## src/rtl/beamformer_pkg.sv

```systemverilog
// Shared types and constants for the 16-mic beamformer front end.
package beamformer_pkg;
    localparam int NUM_MICS = 16;
    localparam int SAMPLE_W = 16;
    localparam int CHAN_W   = 4;

    typedef enum logic {ST_IDLE, ST_STREAM} state_e;
    typedef logic signed [SAMPLE_W-1:0] sample_t;
endpackage

```

## src/rtl/i2s_sync_edge.sv

```systemverilog
// N-stage synchronizer for one asynchronous input, with rising/falling edge pulses
// taken from the synchronized level. STAGES must be at least 2.
module i2s_sync_edge #(
    parameter int STAGES = 2
) (
    input  logic clk,
    input  logic rst,
    input  logic d_i,
    output logic q_o,
    output logic rise_o,
    output logic fall_o
);
    logic [STAGES-1:0] sync_q;
    logic              prev_q;

    always_ff @(posedge clk or posedge rst) begin
        if (rst) begin
            sync_q <= '0;
            prev_q <= 1'b0;
        end else begin
            sync_q <= {sync_q[STAGES-2:0], d_i};
            prev_q <= sync_q[STAGES-1];
        end
    end

    assign q_o    = sync_q[STAGES-1];
    assign rise_o = sync_q[STAGES-1] & ~prev_q;
    assign fall_o = ~sync_q[STAGES-1] & prev_q;
endmodule

```

## src/rtl/i2s_mic_deserializer.sv

```systemverilog
// Captures one stereo I2S frame per data line, then streams the 2*NUM_LINES samples
// out one channel per valid/ready transfer. `define I2S_OVERRUN_CNT_EN adds overrun_cnt.
module i2s_mic_deserializer #(
    parameter int NUM_LINES   = 8,
    parameter int SAMPLE_W    = 16,
    parameter int SYNC_STAGES = 2,
    localparam int NCH        = 2 * NUM_LINES,
    localparam int CH_W       = $clog2(NCH)
) (
    input  logic                 clk,
    input  logic                 rst,
    input  logic                 bit_clk,
    input  logic                 lr_clk,
    input  logic [NUM_LINES-1:0] sd_in,
    output logic                 out_valid,
    input  logic                 out_ready,
    output logic [SAMPLE_W-1:0]  out_data,
    output logic [CH_W-1:0]      out_chan,
    output logic                 out_last,
    output logic                 overrun
`ifdef I2S_OVERRUN_CNT_EN
    ,
    output logic [7:0]           overrun_cnt
`endif
);
    import beamformer_pkg::*;

    localparam int SLOT_W = $clog2(SAMPLE_W + 2);
    localparam logic [SLOT_W-1:0] SLOT_MAX = SLOT_W'(SAMPLE_W + 1);

    logic bclk_rise, lr_s;
    logic [SYNC_STAGES-1:0][NUM_LINES-1:0] sd_sync_q;
    logic [NUM_LINES-1:0] sd_s;

    logic [SLOT_W-1:0] slot_q, slot_d;
    logic lr_prev_q, lr_prev_d, aligned_q, aligned_d;
    logic [NCH-1:0][SAMPLE_W-1:0] cap_q, cap_d, hold_q, hold_d;
    state_e state_q, state_d;
    logic [CH_W-1:0] chan_q, chan_d;
    logic overrun_q, overrun_d;
    logic frame_done, drop, accept, at_last;

    i2s_sync_edge #(.STAGES(SYNC_STAGES)) u_bclk (
        .clk(clk), .rst(rst), .d_i(bit_clk), .q_o(), .rise_o(bclk_rise), .fall_o()
    );
    i2s_sync_edge #(.STAGES(SYNC_STAGES)) u_lr (
        .clk(clk), .rst(rst), .d_i(lr_clk), .q_o(lr_s), .rise_o(), .fall_o()
    );

    assign sd_s = sd_sync_q[SYNC_STAGES-1];

    // Slot 0 is the I2S delay bit; slot n (1..SAMPLE_W) lands at bit SAMPLE_W-n so a
    // short slot leaves its LSBs at the zero written when the slot started.
    always_comb begin
        slot_d     = slot_q;
        lr_prev_d  = lr_prev_q;
        aligned_d  = aligned_q;
        cap_d      = cap_q;
        frame_done = 1'b0;
        if (bclk_rise) begin
            lr_prev_d = lr_s;
            if (lr_s != lr_prev_q) begin
                slot_d = '0;
                for (int l = 0; l < NUM_LINES; l++) begin
                    if (lr_s) cap_d[2*l+1] = '0;
                    else      cap_d[2*l]   = '0;
                end
                if (lr_prev_q) begin
                    aligned_d  = 1'b1;
                    frame_done = aligned_q;
                end
            end else begin
                if (slot_q != SLOT_MAX) slot_d = slot_q + SLOT_W'(1);
                for (int l = 0; l < NUM_LINES; l++) begin
                    for (int b = 0; b < SAMPLE_W; b++) begin
                        if (slot_d == SLOT_W'(SAMPLE_W - b)) begin
                            if (lr_s) cap_d[2*l+1][b] = sd_s[l];
                            else      cap_d[2*l][b]   = sd_s[l];
                        end
                    end
                end
            end
        end
    end

    assign accept  = out_valid & out_ready;
    assign at_last = (chan_q == CH_W'(NCH - 1));

    // The hold buffer counts as free if its last channel leaves in this very cycle.
    always_comb begin
        state_d   = state_q;
        chan_d    = chan_q;
        hold_d    = hold_q;
        overrun_d = overrun_q;
        drop      = 1'b0;
        if (state_q == ST_STREAM && accept) begin
            if (at_last) begin
                state_d = ST_IDLE;
                chan_d  = '0;
            end else begin
                chan_d = chan_q + CH_W'(1);
            end
        end
        if (frame_done) begin
            if (state_d == ST_IDLE) begin
                hold_d  = cap_q;
                state_d = ST_STREAM;
                chan_d  = '0;
            end else begin
                drop      = 1'b1;
                overrun_d = 1'b1;
            end
        end
    end

    always_ff @(posedge clk or posedge rst) begin
        if (rst) begin
            sd_sync_q <= '0;
            slot_q    <= '0;
            lr_prev_q <= 1'b0;
            aligned_q <= 1'b0;
            cap_q     <= '0;
            hold_q    <= '0;
            state_q   <= ST_IDLE;
            chan_q    <= '0;
            overrun_q <= 1'b0;
        end else begin
            sd_sync_q <= {sd_sync_q[SYNC_STAGES-2:0], sd_in};
            slot_q    <= slot_d;
            lr_prev_q <= lr_prev_d;
            aligned_q <= aligned_d;
            cap_q     <= cap_d;
            hold_q    <= hold_d;
            state_q   <= state_d;
            chan_q    <= chan_d;
            overrun_q <= overrun_d;
        end
    end

    assign out_valid = (state_q == ST_STREAM);
    assign out_data  = hold_q[chan_q];
    assign out_chan  = chan_q;
    assign out_last  = out_valid & at_last;
    assign overrun   = overrun_q;

`ifdef I2S_OVERRUN_CNT_EN
    logic [7:0] ovr_cnt_q;
    always_ff @(posedge clk or posedge rst) begin
        if (rst)                            ovr_cnt_q <= '0;
        else if (drop && ovr_cnt_q != 8'hFF) ovr_cnt_q <= ovr_cnt_q + 8'd1;
    end
    assign overrun_cnt = ovr_cnt_q;
`endif
endmodule

```

## config.mk

```make
export PLATFORM = sky130hd
export DESIGN_NAME = i2s_mic_deserializer
export DESIGN_NICKNAME = d
export VERILOG_FILES = /design/src/rtl/beamformer_pkg.sv /design/src/rtl/i2s_sync_edge.sv /design/src/rtl/i2s_mic_deserializer.sv
export SDC_FILE = /design/constraint.sdc
export NUM_CORES = 1
export LEC_CHECK = 0
export ABC_AREA = 1
export CORE_ASPECT_RATIO = 2
export CORE_MARGIN = 2
export CORE_UTILIZATION = 60
export DETAILED_ROUTE_END_ITERATION = 7
export PLACE_DENSITY = 0.84
export SKIP_LAST_GASP = 1
export SLEW_MARGIN = 10
export SYNTH_ARGS = -nofsm -noshare
export SYNTH_HDL_FRONTEND = slang
export SYNTH_HIERARCHICAL = 1
export SYNTH_SLANG_ARGS = --single-unit
```

## constraint.sdc

```tcl
create_clock -name clk -period 36.1 [get_ports clk]
set_clock_uncertainty 0.05 [all_clocks]
set_input_delay 9.025 -clock clk [delete_from_list [all_inputs] [get_ports clk]]
set_output_delay 9.025 -clock clk [all_outputs]
set_load 0.02 [all_outputs]
```

# After elaboration in Yosys (flattened, before gate mapping)
# Cells that the tools add are included.
[totals] in_bits=13 elab_cells=654 reg_bits=546 output_inout_bits=23
[classes] mux=291 magnitude_cmp=1 bitwise=6 n_eq_ne=19 addsub=2 n_reduce_logical=52
[op_table] cell="1-bit two-way mux" n=278
[op_table] cell="256-bit two-way mux" n=1
[op_table] cell="3-bit AND reduction" n=33
[op_table] cell="16-bit binary-select mux with 4-bit select" n=1
[op_table] cell="16-bit two-way mux" n=3
[op_table] cell="5-bit by 4-bit == test with 1-bit output, second input constant" n=8
[op_table] cell="2-bit nonzero test" n=16
[op_table] cell="5-bit by 3-bit == test with 1-bit output, second input constant" n=4
[op_table] cell="5-bit two-way mux" n=4
[op_table] cell="4-bit two-way mux" n=4
[op_table] cell="5-bit by 2-bit == test with 1-bit output, second input constant" n=2
[op_table] cell="5-bit by 1-bit adder with 5-bit output, second input constant" n=1
[op_table] cell="5-bit by 1-bit == test with 1-bit output, second input constant" n=1
[op_table] cell="5-bit == test, second input constant" n=1
[op_table] cell="4-bit by 5-bit < comparator with 1-bit output, second input constant" n=1
[op_table] cell="5-bit != test, second input constant" n=1
[op_table] cell="4-bit by 1-bit adder with 4-bit output, second input constant" n=1
[op_table] cell="4-bit == test, second input constant" n=1
[op_table] cell="2-bit AND reduction" n=2
[op_table] cell="1-bit AND" n=3
[op_table] cell="1-bit NOT" n=3
[op_table] cell="1-bit logical AND" n=1
[op_table] cell="1-bit != test" n=1

# Logic depth before layout (Yosys ltp)
# Gate-level depths: netlist of run 1.
[depth] ltp_word=7 depth_mapped=15 depth_no_buf=13

# By module
# The synthesis of run 1 kept the hierarchy.
[by_module_without_submodules] mod="i2s_mic_deserializer" cells_each=2729 area_per_inst_um2=24435.9 seq_area_each_um2=13538.0 instances=1
[by_module_without_submodules] mod="i2s_sync_edge" cells_each=8 area_per_inst_um2=93.8 seq_area_each_um2=75.1 instances=2

# Worst setup path after synthesis of run 1
# OpenSTA, ideal clock, no wires.
[synth_path] kind="reg-to-output" startpoint="register chan_q[1] (netlist: out_chan[1])" endpoint="output port out_data[2]" t_required_ns=27.025 stages_incl_launch_ff=7 n_path_buf=2 setup_slack_ns=25.141 t_arrival_ns=1.884 path_cell_list="dfrtp_1 clkbuf_1 clkbuf_1 o21ai_0 a21oi_1 o22ai_1 o21ai_0"
[synth_between] elab_chain_cells=2
[synth_rtl] element="start: declaration" line="i2s_mic_deserializer.sv:39" source="logic [CH_W-1:0] chan_q, chan_d;"
[synth_rtl] element="start signal: assignment" line="i2s_mic_deserializer.sv:135" source="chan_q <= chan_d;"
[synth_rtl] element="16-bit binary-select mux with 4-bit select" line="i2s_mic_deserializer.sv:141" source="assign out_data = hold_q[chan_q];"
[synth_rtl] element="16-bit two-way mux (implied by the code)" line="i2s_mic_deserializer.sv:141"
[synth_rtl] element="end: declaration" line="i2s_mic_deserializer.sv:17" source="output logic [SAMPLE_W-1:0] out_data,"
# Every way passes these cells. The select of a mux whose other input is x is not followed.

# Worst setup path in the final report of run 1
[layout_path] startpoint="register chan_q[1] (netlist: out_chan[1])" endpoint="output port out_data[4]"
# Same word-level chain as after synthesis.

==> out/qor.tcl, run 1 <==
set qor(final_max_slew_viol_count) 0
set qor(floorplan.initialDensity_pct) 60.9
set qor(maximum_number_of_pins_on_one_net_before_global_route_repair) 253
set qor(nets_in_the_synthesized_netlist) 2758
set qor(cts_sink_cnt) 546
set qor(area_growth_from_synthesis_to_final_layout_pct) 7.19
set qor(die_width_um) 147
set qor(maxCapViolCount) 0
set qor(gp_routability_congestion) 0.841
set qor(final_nets) 2695
set qor(mostFrequentLayoutCell) {sky130_fd_sc_hd__nand2_1}
set qor(cts_tree) {built}
set qor(ff2ff_setup_slack_ns) 31.78
set qor(max-slew-margin-rel_pct) 25.7
set qor(hold_buffers) 0
set qor(synth.yosys.warnings) 6
set qor(fin_crit_sh_pct) 36.7
set qor(power_density_nw_per_um2) 79.2
set qor(placement_rows) 104
set qor(post_drt_via_cell_ratio) 5.95
set qor(worst_path_largest_cell_delay_ns) 0.71
set qor(fmax_mhz) 75.5
set qor(p_total_mw) 2.09
set qor(clk_lat_worst_skew_ns) 0.57
set qor(crit_path_end_kind) {output pin}
set qor(avgRoutedWirePerCell_um) 18.9
set qor(final_cell_area_um2) 26300
set qor(filler_cell_count) 3120
set qor(synthesis.area_per_instance_um2) 8.98
set qor(crit_required_ns) 27.02
set qor(place.port_buffers) 35
set qor(detailed_place.area_um2) 24700
set qor(post-route-drc-count) 0
set qor(final_layout_size_suffix_gt1_share_pct) 8.64
set qor(dpl.hpwl_mm) 36.0
set qor(dieHeight_um) 290
set qor(grt_residual_overflow) 0
set qor(post-cts-setup-buffer-count) 0
set qor(h-tree-depth) 2
set qor(worstPathArrival_ns) 4.17
set qor(setup-tns-final_ns) 0
set qor(grt_setup_unrepaired) {no}
set qor(final_ws_setup_ns) 22.85
set qor(max-vdd-ir-drop_uv) 44.2
set qor(cp-start-kind) {flip-flop}
set qor(wire_length_of_the_first_global_routing_pass_mm) 98.5
set qor(detailedRoute.firstIterationViolations) 1740
set qor(criticalPathCategory) {reg2out}
set qor(post-place-cells) 3158
set qor(layout.cells.most_common_list) {sky130_fd_sc_hd__nand2_1 (1,037), sky130_fd_sc_hd__dfrtp_1 (544), sky130_fd_sc_hd__o21ai_0 (280)}
set qor(antenna_found_initial) 0
set qor(dr.pass1.iters) 7
set qor(crit_path_cell_trace) {buf_4, inv_1, buf_4, o21ai_0, o21ai_0, o22ai_1, o21ai_0, clkdlybuf4s50_1}
set qor(holdCritPathClass) {reg2reg}
set qor(drtAntennaViolNets) 0
set qor(run_status) {completed}
set qor(setup-violations-final) 0
set qor(fin_cells) 3238
set qor(antenna_cells) 0
set qor(cts_inserted_buffers) 45
set qor(vias) 19300
set qor(critical_path.max_fanout) 81
set qor(critPathSlowestCell) {sky130_fd_sc_hd__clkdlybuf4s50_1}
set qor(most_used_cell_along_the_critical_path) {sky130_fd_sc_hd__o21ai_0}
set qor(num_io_pins) 36
set qor(clk_root_buffer_cell) {sky130_fd_sc_hd__clkbuf_16}
set qor(slew_of_the_pin_with_the_lowest_slew_margin_ns) 1.11
set qor(clkSlewWorstSetupHoldPaths_ns) 0.07
set qor(dp_worst_setup_slack_ns) 23.12
set qor(hold_violations) 0
set qor(grt_pass1_vias) 19400
set qor(final_period_demand_of_the_worst_path_ns) 13.25
set qor(floorplan.die_area_um2) 42700
set qor(synthCells) 2738
set qor(totalWireLength_mm) 61.3
set qor(cts_resized) 0
set qor(ctsLongestPathBuffers) 3
set qor(power.leakage_nw) 13.0
set qor(gr-usage-all-layers_pct) 28.9
set qor(core_area_um2) 40300
set qor(synth_area_um2) 24600
==> power breakdown <==
part	leakage [nW]	internal, mW	switching (mW)
clock network	0.786	0.308	0.224
registers	7.00	0.805	0.105
logic	5.16	0.207	0.436
==> worst paths after layout <==
path                                 from              to  cells past startpoint
min                          sd_sync_q[2]         sd_s[2]                      0
min reg2reg                  sd_sync_q[2]         sd_s[2]                      0
min in group asynchronous             rst  u_lr/sync_q[1]                      2
max reg2reg                u_lr/sync_q[1]     hold_q[252]                     11
max in group asynchronous             rst     out_chan[0]                      5
max                           out_chan[1]     out_data[4]                      8
==> sequential cells by signal, summed over array words and instances, names as in the netlist, 2 cells and up <==
signal         count
cap_q            256
hold_q           256
out_chan           4
sd_s               8
sd_sync_q          8
slot_q             5
u_bclk/sync_q      2
u_lr/sync_q        2
==> cell type report <==
type                    instances  area (um2)  share of cell area [%]
clock inverters                17         300                    1.14
repair buffers                 68         611                    2.32
clock buffers                  63        1290                    4.92
well taps                     530         663                    2.52
inverters                     134         518                    1.97
flip-flops and latches        546       13700                    51.9
multi-input cells            1880        9290                    35.3
==> routing by layer <==
layer | vias to the layer above | part of all wire, % | GRT usage (%)
met5 | - | 0 | 0
met4 | 0 | 5.9 | 16.4
met3 | 247 | 7.3 | 4.16
met2 | 807 | 51 | 50.4
met1 | 9361 | 36 | 33.9
li1 | 8860 | - | -
==> through the flow <==
stage | util (%) | hold WS [ns]
after floorplan | - | 0.281
after global placement | 61.3 | 0.284
after detailed placement | 61.3 | 0.286
after CTS | 65.3 | 0.298
after global routing | 65.3 | 0.305
final | 65.3 | 0.298
==> worst max-delay path: cells and delay by family (launching register included) <==
family | cells | cell delay, ns
buf+inv | 4 | 2.22
compound gates | 4 | 0.97
flops | 1 | 0.39
Note: power is estimated with default switching activity, not from simulation.
==> inputs of run 2 (changes only) <==
Clock period 36.1 ns to 13.7 ns, I/O delays scaled along.
==> run 2 against run 1 <==
  * Sequential cell count stayed put
  * Core utilization is 0.10 points higher
  * First-iteration DRC count is 17% higher
  * Combinational power grew to 2.6 times the previous value
  * Clock power grew to 2.6 times the previous value
==> out/qor.tcl, run 2 (synthesis results as in run 1) <==
set qor(run_status) {completed}
set qor(drtAntennaViolNets) 0 ;# unchanged
set qor(whs_endpoint) {u_bclk/sync_q[1]}
set qor(core_area_um2) 40300 ;# unchanged
set qor(crit_path_end_kind) {output pin}
set qor(place.port_buffers) 35 ;# unchanged
set qor(grt_pass1_vias) 19100 ;# -1.5%
set qor(r2r-start) {u_lr/sync_q[1]}
set qor(cts_resized) 0 ;# unchanged
set qor(placement_rows) 104 ;# unchanged
set qor(avgRoutedWirePerCell_um) 18.9 ;# about the same
set qor(wire_length_of_the_first_global_routing_pass_mm) 99.0 ;# +0.50%
set qor(final_layout_size_suffix_gt1_share_pct) 8.88 ;# +0.24 points
set qor(layout.cells.most_common_list) {sky130_fd_sc_hd__nand2_1 (1,037), sky130_fd_sc_hd__dfrtp_1 (544), sky130_fd_sc_hd__o21ai_0 (280)}
set qor(maxCapViolCount) 0 ;# unchanged
set qor(crit_required_ns) 10.22 ;# -16.80 ns
set qor(num_io_pins) 36 ;# unchanged
set qor(power.leakage_nw) 13.0 ;# +0.19%
set qor(antenna_cells) 0 ;# unchanged
set qor(gp_routability_congestion) 0.830 ;# -1.3%
set qor(cts_tree) {built}
set qor(die_width_um) 147 ;# unchanged
set qor(worstHoldPathCells) 0 ;# unchanged
set qor(dr.pass1.iters) 6 ;# -1
set qor(post-cts-setup-buffer-count) 0 ;# unchanged
set qor(post-place-cells) 3157 ;# -0.032%
set qor(ctsLongestPathBuffers) 3 ;# unchanged
set qor(dpl.hpwl_mm) 35.6 ;# -1.1%
set qor(critical_path.max_fanout) 27 ;# -67%
set qor(fin_crit_sh_pct) 54.1
set qor(grt_residual_overflow) 0 ;# unchanged
set qor(ff2ff_setup_slack_ns) 8.96 ;# -22.82 ns
set qor(antenna_found_initial) 0 ;# unchanged
set qor(holdCritPathClass) {reg2reg}
set qor(setup-violations-final) 0 ;# unchanged
set qor(grt_setup_unrepaired) {no}
set qor(area_growth_from_synthesis_to_final_layout_pct) 7.36
set qor(cts_inserted_buffers) 46 ;# +2.2%
set qor(hold_path_startpoint) {u_bclk/sync_q[0]}
set qor(detailed_place.area_um2) 24700 ;# about the same
set qor(cp-start-kind) {flip-flop}
set qor(clk_lat_worst_skew_ns) 0.58 ;# about the same
set qor(final_cell_area_um2) 26400 ;# +0.16%
set qor(max-vdd-ir-drop_uv) 115 ;# +160%
set qor(post_drt_via_cell_ratio) 5.98 ;# +0.44%
set qor(criticalPathCategory) {reg2out}
set qor(worstReg2RegEnd) {hold_q[177]}
set qor(r2r_cells) 12 ;# +1
set qor(h-tree-depth) 2 ;# unchanged
set qor(fmax_mhz) 135
set qor(clk_root_buffer_cell) {sky130_fd_sc_hd__clkbuf_16}
set qor(floorplan.die_area_um2) 42700 ;# unchanged
set qor(dieHeight_um) 290 ;# unchanged
set qor(totalWireLength_mm) 61.4 ;# +0.18%
set qor(vias) 19400 ;# +0.60%
set qor(final_max_slew_viol_count) 0 ;# unchanged
set qor(final_period_demand_of_the_worst_path_ns) 7.41
set qor(post-route-drc-count) 0 ;# unchanged
set qor(floorplan.initialDensity_pct) 60.9 ;# unchanged
set qor(hold_violations) 0 ;# unchanged
set qor(cts_sink_cnt) 546 ;# unchanged
set qor(final_nets) 2695 ;# unchanged
set qor(gr-usage-all-layers_pct) 29.0 ;# +0.15 points
set qor(setup-tns-final_ns) 0 ;# unchanged
set qor(clkSlewWorstSetupHoldPaths_ns) 0.07 ;# about the same
set qor(fin_cells) 3243 ;# +0.15%
set qor(detailedRoute.firstIterationViolations) 2038 ;# +17%
set qor(slew_of_the_pin_with_the_lowest_slew_margin_ns) 1.18 ;# +0.0674 ns
set qor(hold_buffers) 0 ;# unchanged
set qor(mostFrequentLayoutCell) {sky130_fd_sc_hd__nand2_1}
set qor(power_density_nw_per_um2) 208 ;# +160%
set qor(max-slew-margin-rel_pct) 21.2 ;# -4.5 points
set qor(worstPathArrival_ns) 3.93 ;# -0.24 ns
set qor(layout_top_registers) {cap_q x256, hold_q x256}
set qor(maximum_number_of_pins_on_one_net_before_global_route_repair) 267 ;# +5.5%
-- run 2: worst max path at each step --
stage | slack, ns | end | startpoint
after global routing | 6.24 | out_data[3] | out_chan[1]
after detailed placement | 7.02 | out_data[3] | out_chan[1]
final | 6.29 | out_data[3] | out_chan[1]
after floorplan | 2.87 | aligned_q | rst
after global placement | 7.07 | out_data[3] | out_chan[1]
after CTS | 6.41 | out_data[3] | out_chan[1]
-- run 2: layout make-up --
type | instances | area (um2)
Sequential cell | 546 | 13700
Timing Repair Buffer | 67 | 616
Clock inverter | 19 | 254
Multi-Input combinational cell | 1880 | 9290
Clock buffer | 67 | 1380
Tap cell | 530 | 663
Fill cell | 3052 | 14000
Inverter | 134 | 514
-- run 2: per-stage QoR --
step                      hold WS [ns]  util [%]  setup WS (ns)  total power, mW
after detailed placement         0.287      61.4           7.02             4.08
after floorplan                  0.281         -           2.87             3.51
after global placement           0.284      61.4           7.07             3.99
final                            0.296      65.4           6.29             5.49
after global routing             0.304      65.4           6.24             5.80
after CTS                        0.297      65.4           6.41             5.48
-- run 2: power breakdown --
group	switching (mW)	internal, mW	total (mW)	leakage (nW)
sequential	0.282	2.12	2.40	7.00
clock	0.599	0.801	1.40	0.816
combinational	1.15	0.545	1.69	5.16
-- run 2: routing by layer --
layer	vias up	wire (um)	GRT usage (%)
met1	9406	22000	35.4
met3	236	4530	3.72
met2	872	31000	49.3
met4	0	3990	17.3
met5	-	0	0
li1	8876	-	-
-- run 2: worst max-delay path: stages (launching register included) --
cell	delay, ns
sky130_fd_sc_hd__dfrtp_2	0.41
sky130_fd_sc_hd__inv_1	0.84
sky130_fd_sc_hd__buf_4	0.50
sky130_fd_sc_hd__o21ai_0	0.16
sky130_fd_sc_hd__o21ai_0	0.20
sky130_fd_sc_hd__o22ai_1	0.09
sky130_fd_sc_hd__o21ai_0	0.44
sky130_fd_sc_hd__clkdlybuf4s50_1	0.71
